<file path="config.mk">
export PLATFORM = sky130hd
export DESIGN_NAME = naive_bus_dma_flat
export DESIGN_NICKNAME = d
export VERILOG_FILES = /design/src/rtl/naive_bus_pkg.sv /design/src/rtl/naive_bus.sv /design/src/rtl/naive_bus_dma.sv /design/src/flat_wrapper.sv
export SDC_FILE = /design/constraint.sdc
export NUM_CORES = 1
export LEC_CHECK = 0
export ABC_AREA = 1
export BUFFER_PORTS_ARGS = -buffer_cell sky130_fd_sc_hd__buf_4
export CORE_ASPECT_RATIO = 1.4
export CORE_MARGIN = 2
export CORE_UTILIZATION = 53
export CTS_CLUSTER_DIAMETER = 200
export DETAILED_ROUTE_END_ITERATION = 8
export GPL_TIMING_DRIVEN = 0
export HOLD_SLACK_MARGIN = 0.03
export PLACE_DENSITY = 0.82
export SYNTH_ARGS = -nofsm -noshare
export SYNTH_HDL_FRONTEND = slang
export SYNTH_SLANG_ARGS = --single-unit
</file>
<file path="constraint.sdc">
create_clock -name clk -period 2.3 [get_ports clk]
set_clock_uncertainty 0.15 [all_clocks]
set_input_delay 0.115 -clock clk [delete_from_list [all_inputs] [get_ports clk]]
set_output_delay 0.115 -clock clk [all_outputs]
set_load 0.01 [all_outputs]
</file>
<file path="src/rtl/naive_bus_pkg.sv">
// naive_bus_pkg: shared types and constants for naive_bus masters
package naive_bus_pkg;
    typedef enum logic [2:0] {IDLE, RD, RDATA, WR, DONE} dma_state_t;
    localparam logic [3:0]  BE_WORD    = 4'hF;
    localparam logic [31:0] WORD_BYTES = 32'd4;
endpackage

</file>
<file path="src/rtl/naive_bus.sv">
// naive_bus: read/write request-grant bus between one master and one slave
// master drives rd_req/rd_be/rd_addr and wr_req/wr_be/wr_addr/wr_data;
// slave returns rd_gnt, rd_data (one cycle after the read transfer) and wr_gnt
interface naive_bus;
    logic        rd_req;
    logic        rd_gnt;
    logic [3:0]  rd_be;
    logic [31:0] rd_addr;
    logic [31:0] rd_data;
    logic        wr_req;
    logic        wr_gnt;
    logic [3:0]  wr_be;
    logic [31:0] wr_addr;
    logic [31:0] wr_data;
    modport master (output rd_req, rd_be, rd_addr, input rd_gnt, rd_data,
                    output wr_req, wr_be, wr_addr, wr_data, input wr_gnt);
    modport slave  (input rd_req, rd_be, rd_addr, output rd_gnt, rd_data,
                    input wr_req, wr_be, wr_addr, wr_data, output wr_gnt);
endinterface

</file>
<file path="src/rtl/naive_bus_dma.sv">
// naive_bus_dma: single-channel word copy engine on a naive_bus master port
// clk, rst_n      : clock, asynchronous active-low reset
// start           : one-cycle copy request, accepted only in IDLE
// src_addr/dst_addr/word_cnt/dst_fixed : copy job, latched on accepted start
// busy, done      : busy from the cycle after start until DONE exits; done pulses in DONE
// bus             : naive_bus master port carrying the reads and writes
module naive_bus_dma
    import naive_bus_pkg::*;
(
    input  logic        clk,
    input  logic        rst_n,
    input  logic        start,
    input  logic [31:0] src_addr,
    input  logic [31:0] dst_addr,
    input  logic [15:0] word_cnt,
    input  logic        dst_fixed,
    output logic        busy,
    output logic        done,
    naive_bus.master    bus
);
    dma_state_t  state;
    logic [31:0] src, dst, data;
    logic [15:0] cnt;
    logic        fixed;

    always_ff @(posedge clk or negedge rst_n) begin
        if (!rst_n) begin
            state <= IDLE;
            src   <= '0;
            dst   <= '0;
            data  <= '0;
            cnt   <= '0;
            fixed <= 1'b0;
        end else begin
            case (state)
                IDLE: if (start) begin
                    src   <= src_addr & ~32'h3;
                    dst   <= dst_addr & ~32'h3;
                    cnt   <= word_cnt;
                    fixed <= dst_fixed;
                    state <= (word_cnt == 16'd0) ? DONE : RD;
                end
                RD: if (bus.rd_gnt) begin
                    src   <= src + WORD_BYTES;
                    state <= RDATA;
                end
                RDATA: begin
                    data  <= bus.rd_data;
                    state <= WR;
                end
                WR: if (bus.wr_gnt) begin
                    cnt   <= cnt - 16'd1;
                    dst   <= fixed ? dst : dst + WORD_BYTES;
                    // compare against the pre-decrement count: 1 means this was the last word
                    state <= (cnt == 16'd1) ? DONE : RD;
                end
                DONE:    state <= IDLE;
                default: state <= IDLE;
            endcase
        end
    end

    // every output is a decode of registered state, so grants never reach outputs combinationally
    assign busy        = state != IDLE;
    assign done        = state == DONE;
    assign bus.rd_req  = state == RD;
    assign bus.rd_be   = (state == RD) ? BE_WORD : 4'h0;
    assign bus.rd_addr = (state == RD) ? src : 32'h0;
    assign bus.wr_req  = state == WR;
    assign bus.wr_be   = (state == WR) ? BE_WORD : 4'h0;
    assign bus.wr_addr = (state == WR) ? dst : 32'h0;
    assign bus.wr_data = (state == WR) ? data : 32'h0;
endmodule

</file>
<file path="src/flat_wrapper.sv">
// flat-port wrapper written by rule: the top's interface ports become plain ports
module naive_bus_dma_flat import naive_bus_pkg::*;
  (clk, rst_n, start, src_addr, dst_addr, word_cnt, dst_fixed, busy, done, bus_rd_req, bus_rd_be, bus_rd_addr, bus_rd_gnt, bus_rd_data, bus_wr_req, bus_wr_be, bus_wr_addr, bus_wr_data, bus_wr_gnt);
  naive_bus bus_i ();
  input  logic clk;
  input  logic rst_n;
  input  logic start;
  input  logic [31:0] src_addr;
  input  logic [31:0] dst_addr;
  input  logic [15:0] word_cnt;
  input  logic dst_fixed;
  output logic busy;
  output logic done;
  output wire logic [$bits(bus_i.rd_req)-1:0] bus_rd_req;
  output wire logic [$bits(bus_i.rd_be)-1:0] bus_rd_be;
  output wire logic [$bits(bus_i.rd_addr)-1:0] bus_rd_addr;
  input wire logic [$bits(bus_i.rd_gnt)-1:0] bus_rd_gnt;
  input wire logic [$bits(bus_i.rd_data)-1:0] bus_rd_data;
  output wire logic [$bits(bus_i.wr_req)-1:0] bus_wr_req;
  output wire logic [$bits(bus_i.wr_be)-1:0] bus_wr_be;
  output wire logic [$bits(bus_i.wr_addr)-1:0] bus_wr_addr;
  output wire logic [$bits(bus_i.wr_data)-1:0] bus_wr_data;
  input wire logic [$bits(bus_i.wr_gnt)-1:0] bus_wr_gnt;
  assign bus_rd_req = bus_i.rd_req;
  assign bus_rd_be = bus_i.rd_be;
  assign bus_rd_addr = bus_i.rd_addr;
  assign bus_i.rd_gnt = bus_rd_gnt;
  assign bus_i.rd_data = bus_rd_data;
  assign bus_wr_req = bus_i.wr_req;
  assign bus_wr_be = bus_i.wr_be;
  assign bus_wr_addr = bus_i.wr_addr;
  assign bus_wr_data = bus_i.wr_data;
  assign bus_i.wr_gnt = bus_wr_gnt;
  naive_bus_dma u_core (.clk(clk), .rst_n(rst_n), .start(start), .src_addr(src_addr), .dst_addr(dst_addr), .word_cnt(word_cnt), .dst_fixed(dst_fixed), .busy(busy), .done(done), .bus(bus_i));
endmodule
</file>
==> metrics.md, run 1 <==
| Metric | Value |
|---|---|
| Final-report max-slew violation count | 0 |
| Worst path slowest cell | dfrtp_2 |
| Reg2reg start | u_core.state[1] |
| Met3 Usage GRT | 0.0587 |
| Most used cell, CP | buf_4 |
| Die X | between 100 and 150 µm |
| Clock slew at reported path FFs | 80 ps |
| CTS Buf Count | 9 |
| Ports | between 200 and 250 |
| Global-route usage over all layers | 0.366 |
| Routed WL per cell | 16.0 µm |
| Reg2reg setup slack | 180 ps |
| Slew HR | 0.561 |
| Synthesized instance count | about 1.2k |
| Largest net degree at the start of global routing | 78 |
| Asr flop ratio synth | 1.00 |
| Max clock buf depth | 2 |
| Register area share after synthesis | 0.367 |
| Die height | 146 µm |
| Routability Congestion | approximately 1 |
| Layout Area Growth over Synthesis | 43.7% |
| Core Footprint | 14000 µm² |
| Total grt overflow | 0 |
| Synth unique cells | 37 |
| Hold Path Class | primary input to register |
| Setup TNS Final | 0 ps |
| Met2 Use GR | 0.639 |
| H-tree levels | 3 |
| Via count | between 9k and 10k |
| Post-DRT Antenna Nets | 0 |
| Syn Std Cell Area | 7630 µm² |
| Number of synthesized flops with an enable pin | 0 |
| Worst Setup EP | bus_wr_data[28] |
| CTS Sinks | between 100 and 150 |
| Leading cell type by number of instances after synthesis | nand2_1 |
| CP Cell Sequence | inv_2 -> nand3_4 -> buf_4 -> buf_4 -> buf_2 -> nor2_1 -> buf_4 |
| Pwr Density | approximately 1300 nW/µm² |
| PortBufs | 217 |
| WP data required | 2040 ps |
| Final HPWL DP | 19000 µm |
| Part of the cycle the worst path needs | 0.968 |
| Global-route wire length before repair | 45100 µm |
| Placed inst area | ~9500 µm² |
| Most used routing layer | met2 |
| RR Endpoint | u_core.cnt[5] |
| Outcome | finished clean |
| DRT iter0 DRCs | 586 |
| Drt drc | 0 |
| Most frequent cells after synthesis | nand2_1 (284), nor2_1 (267), inv_1 (204) |
| HP Start | dst_addr[28] |
| Vias in the first global route | 9469 |
| Setup-failing EPs final | 0 |
| First-pass DRT Iterations | 7 |
| Max incr delay on CP | about 460 ps |
| Actual slew at the worst max-slew pin | approximately 660 ps |
| Max Cap Viol | 0 |
| Worst setup EP type | primary output |
| Post-layout nets | 1685 |
| FP Rows | around 50 |
| Number of synthesized register bits | 112 |
| Crit path kind | register to primary output |
| R2R depth | 7 |
| Fmax | 0.449 GHz |
| Initial core utilization | 0.546 |
| Peak VDD IR | between 0.7 and 0.8 mV |
| Unrepaired setup endpoints after global routing | no |
| Critical Path AT | 1960 ps |
| Core Util, Final | 0.785 |
| Initial antenna violation count | 1 |
| Design area | 11000 µm² |
| Die area | 15400 µm² |
| Vias/cell | 5.42 |
| Syn avg cell area | 6.24 µm² |
| CP startpoint kind | register |
| CTS root buffer | clkbuf_16 |
| Synth top area cells | dfrtp_1 (37%), nand2_1 (14%), nor2_1 (13%) |
| Min Tclk post-route | approximately 2200 ps |
| Synth area leader | dfrtp_1 |
| Worst Setup SP | u_core.state[2] |
| Share of layout cells above drive strength 1 | 0.197 |
| CP max FO | 10 |
| Post-synth top area share | 0.367 |
| CTS tree | done |
| Synth warnings | 0 |
| Hold Vio Cnt, Final | 0 |
| Met1 usage | 0.406 |
| Main synth FF type | dfrtp_1 |
| Final wirelength | roughly 28000 µm |
| Worst skew pair latency | 370 ps |
| Leakage power | 5.98 nW |
-- how the worst min path moves through the flow --
stage          slack, ps  cells after the start        endpoint
5_1_grt               90                      7  u_core.dst[25]
3_5_place_dp        -110                      1  u_core.cnt[10]
4_1_cts               30                      7  u_core.dst[30]
2_1_floorplan       -330                      0   u_core.cnt[0]
6_report              30                      7  u_core.dst[28]
3_3_place_gp         210                      3  u_core.data[8]
-- final cells by class --
class | instances | area, µm²
fillers | 1004 | 3000
multi-input cells | 848 | 3770
inverters | 208 | 781
plain buffers | 59 | 343
clock buffers | 10 | 239
clock inverters | 6 | 81.3
diodes | 1 | 2.50
repair buffers | 325 | 2720
well taps | 185 | 231
flip-flops and latches | 112 | 2800
-- placed cells by master (no fill, tap or decap), types with 3 or more instances in the layout --
| cell type | n |
|---|---|
| buf_2 | 24 |
| a21oi_1 | 54 |
| nand4_1 | 29 |
| nand3_1 | 86 |
| nor2_2 | 9 |
| nor2_1 | 259 |
| o22ai_1 | 6 |
| buf_4 | 237 |
| ha_1 | 4 |
| o21ai_1 | 6 |
| clkbuf_16 | 9 |
| nand2_1 | 284 |
| inv_1 | 203 |
| buf_6 | 3 |
| clkbuf_1 | 5 |
| o211ai_1 | 4 |
| a31oi_1 | 7 |
| o21ai_0 | 56 |
| buf_1 | 7 |
| dlygate4sd3_1 | 104 |
| inv_6 | 3 |
| a22oi_1 | 7 |
| nand2_2 | 3 |
| dfrtp_1 | 111 |
| conb_1 | 4 |
| inv_2 | 5 |
| nor3_1 | 7 |
| nor4_1 | 4 |
-- timing repair --
action / in CTS / in global routing
endpoints found under the setup margin: 39 / 72
hold endpoints to repair: 212 / 0
gates resized for setup: 5 / 17
hold buffers: 104 / 0
buffers inserted: 0 / 3
pin swaps: 0 / 1
-- report_power, final --
group,internal (mW),leakage (nW),switching [mW],total [mW]
clock,0.901,0.157,0.838,1.74
combinational,3.15,4.55,5.44,8.58
sequential,2.97,1.26,0.759,3.73
-- flip-flops by register name, indices dropped and copies added (netlist names) --
name          count
u_core.dst       30
u_core.fixed      1
u_core.src       30
u_core.state      3
u_core.data      32
u_core.cnt       16
-- cell families (layout without fill, tap and decap cells) --
group | count (synthesis) | after routing | synth area share
xor+xnor | 1 | 1 | 0.00115
buf+inv | 267 | 608 | 0.144
simple gates | 691 | 691 | 0.374
other cells | 1 | 5 | 0.000491
fa+ha+maj | 4 | 4 | 0.00656
flops | 112 | 112 | 0.367
compound gates | 148 | 148 | 0.106
-- through the flow --
stage	setup slack, ps	cells	hold slack, ps	power (mW)
finish	74.4	1754	30.1	14.1
global route	14.8	1754	87.3	15.1
CTS	25.0	1750	30.3	13.7
detailed placement	102	1630	-111	11.8
global placement	157	1629	209	11.6
floorplan	559	1227	-331	8.80
-- critical path, delay by kind of cell, from the launching register on --
kind | cells | cell delay (ps)
buffers and inverters | 5 | 870
DFF | 1 | 460
and+or+nand+nor | 2 | 260
-- layer usage --
metal / up-vias / wire, µm / part of all wire
met5: - / 0 / 0
met4: 0 / 1630 / 0.058
met3: 134 / 2270 / 0.081
met2: 551 / 14200 / 0.50
met1: 4343 / 10000 / 0.36
li1: 4486 / - / -
Note: power is estimated with default switching activity, not from simulation.
==> inputs of run 2 (changes only) <==
==> constraint.sdc (replaced) <==
create_clock -name clk -period 2.3 [get_ports clk]
set_clock_uncertainty 0.15 [all_clocks]
set_input_delay 0 -clock clk [delete_from_list [all_inputs] [get_ports clk]]
set_output_delay 0 -clock clk [all_outputs]
set_load 0.01 [all_outputs]
==> metrics.md, run 2 (synthesis results as in run 1) <==
| Metric | Value |
|---|---|
| Via count | 9541 (+0.28%) |
| Leakage power | 6.02 nW (+0.72%) |
| Initial antenna violation count | 1 (unchanged) |
| Hold Path Class | primary input to register |
| Outcome | finished clean |
| Critical path depth | 7 (unchanged) |
| Most used cell, CP | buf_4 |
| Ports | 226 (unchanged) |
| H-tree levels | 3 (unchanged) |
| Final HPWL DP | 19000 µm (unchanged) |
| Hold path cells | 4 (-3) |
| Hold Vio Cnt, Final | 0 (unchanged) |
| Final wirelength | 28300 µm (+0.54%) |
| PortBufs | 217 (unchanged) |
| CTS Buf Count | 9 (unchanged) |
| Routed WL per cell | 16.0 µm (about the same) |
| Part of the cycle the worst path needs | 0.959 (-0.00849) |
| Biggest regs | u_core.data (32), u_core.dst (30), u_core.src (30) |
| Top reg by flops | u_core.data |
| Die X | 105 µm (unchanged) |
| Crit path kind | register to primary output |
| CP max FO | 10 (unchanged) |
| Initial core utilization | 0.546 (unchanged) |
| Setup-failing EPs final | 0 (unchanged) |
| Die area | 15400 µm² (unchanged) |
| Total grt overflow | 0 (unchanged) |
| Post-layout nets | 1695 (+0.59%) |
| Reg area | 2800 µm² (unchanged) |
| Max reg flops | 32 (unchanged) |
| Max Cap Viol | 0 (unchanged) |
| Actual slew at the worst max-slew pin | 673 ps (+14.7 ps) |
| Core Footprint | 14000 µm² (unchanged) |
| Max clock buf depth | 2 (unchanged) |
| CTS tree | done |
| Vias/cell | 5.41 (-0.28%) |
| Max incr delay on CP | 450 ps (about the same) |
| Unrepaired setup endpoints after global routing | no |
| Final-report max-slew violation count | 0 (unchanged) |
| Worst Setup SP | u_core.state[2] |
| Worst Path Buf+Inv | 5 (unchanged) |
| FP Rows | 51 (unchanged) |
| Placed inst area | 9540 µm² (unchanged) |
| Pwr Density | 1270 nW/µm² (-1.2%) |
| R2R depth | 7 (unchanged) |
| CP Cell Sequence | inv_1 -> nand3_2 -> buf_4 -> clkbuf_4 -> buf_2 -> nor2_1 -> buf_4 |
| FILL cells | 989 (-1.5%) |
| Worst path slowest cell | dfrtp_2 |
| Delay-heaviest family, CP | buffers and inverters |
| Largest net degree at the start of global routing | 78 (unchanged) |
| Worst Setup EP | bus_wr_data[28] |
| Layout Area Growth over Synthesis | 45.0% |
| WP data required | 2150 ps (+110 ps) |
| Drt drc | 0 (unchanged) |
| Global-route usage over all layers | 0.368 (+0.00232) |
| Reg2reg setup slack | 120 ps (-60 ps) |
| Worst setup EP type | primary output |
| Share of layout cells above drive strength 1 | 0.192 (-0.00505) |
| Most frequent cells in the layout | nand2_1 (284), nor2_1 (262), buf_4 (234), inv_1 (204), dlygate4sd3_1 (116) |
| Slew HR | 0.551 (-0.00979) |
| CTS Sinks | 112 (unchanged) |
| Peak VDD IR | 0.773 mV (+5.3%) |
| Fmax | 0.453 GHz (+0.89%) |
| Setup TNS Final | 0 ps (unchanged) |
| CP startpoint kind | register |
| Design area | 11100 µm² (+0.88%) |
| Post-DRT Antenna Nets | 0 (unchanged) |
| Routability Congestion | 0.972 (unchanged) |
| DRT iter0 DRCs | 637 (+8.7%) |
| Worst skew pair latency | 370 ps (about the same) |
| Number of setup buffers added after CTS | 0 (unchanged) |
| Critical Path AT | 2060 ps (+100 ps) |
| Multi-input gate area | 3750 µm² (-0.40%) |
| Global-route wire length before repair | 45300 µm (+0.55%) |
| CTS root buffer | clkbuf_16 |
| RR Endpoint | u_core.cnt[5] |
| Vias in the first global route | 9518 (+0.52%) |
| Reg2reg start | u_core.state[0] |
| Min Tclk post-route | 2210 ps (-19.5 ps) |
| Die height | 146 µm (unchanged) |
| Clock slew at reported path FFs | 90 ps (about the same) |
| Most common cell after layout, fill and taps aside | nand2_1 |
| First-pass DRT Iterations | 7 (unchanged) |
run 2: worst min path at each step:
stage,to,start
after CTS,u_core.data[4],bus_rd_data[4]
after detailed placement,u_core.cnt[10],rst_n
final,u_core.data[10],bus_rd_data[10]
after global routing,u_core.data[27],bus_rd_data[27]
after floorplan,u_core.cnt[0],rst_n
after global placement,u_core.data[8],bus_rd_data[8]
run 2: metrics by stage:
stage	util	total power [mW]	cells	hold slack [ps]	worst slack [ps]
finish	0.792	14.0	1764	281	94.0
global route	0.792	15.1	1764	292	2.04
CTS	0.790	13.7	1763	264	10.1
detailed placement	0.682	11.8	1630	-226	102
global placement	0.680	11.6	1629	94.0	157
floorplan	-	8.80	1227	-446	559
run 2: power by group:
| group | internal (mW) | switching, mW | leakage, nW | total [mW] |
|---|---|---|---|---|
| clock | 0.901 | 0.830 | 0.157 | 1.73 |
| sequential | 2.97 | 0.749 | 1.26 | 3.72 |
| combinational | 3.12 | 5.44 | 4.60 | 8.56 |
| total | 6.99 | 7.02 | 6.02 | 14.0 |
run 2: final cells by class:
class                           count  share of cell area
Multi-Input combinational cell    848               0.339
Timing Repair Buffer              335               0.257
Sequential cell                   112               0.253
Inverter                          208              0.0705
Buffer                             59              0.0304
Clock buffer                       10              0.0216
Tap cell                          185              0.0209
Clock inverter                      6             0.00735
Antenna cell                        1            0.000226
run 2: repair_timing:
item | in CTS | in global routing
pin swaps | 0 | 0
gates resized for setup | 2 | 14
hold buffers | 117 | 0
gates cloned | 0 | 0
setup endpoints to repair | 14 | 53
hold endpoints to repair | 224 | 0
run 2: worst reg2reg max path, delay by kind of cell (launching register included):
family	cells	cell delay, ps
compound gates	2	330
simple gates	4	610
buf+inv	1	570
flops	1	450
run 2: metal layers:
| metal | wire [µm] | track usage | vias up |
|---|---|---|---|
| met5 | 0 | 0 | - |
| met3 | 2200 | 0.0779 | 152 |
| li1 | - | - | 4493 |
| met2 | 14300 | 0.650 | 533 |
| met4 | 1640 | 0.221 | 0 |
| met1 | 10100 | 0.399 | 4363 |
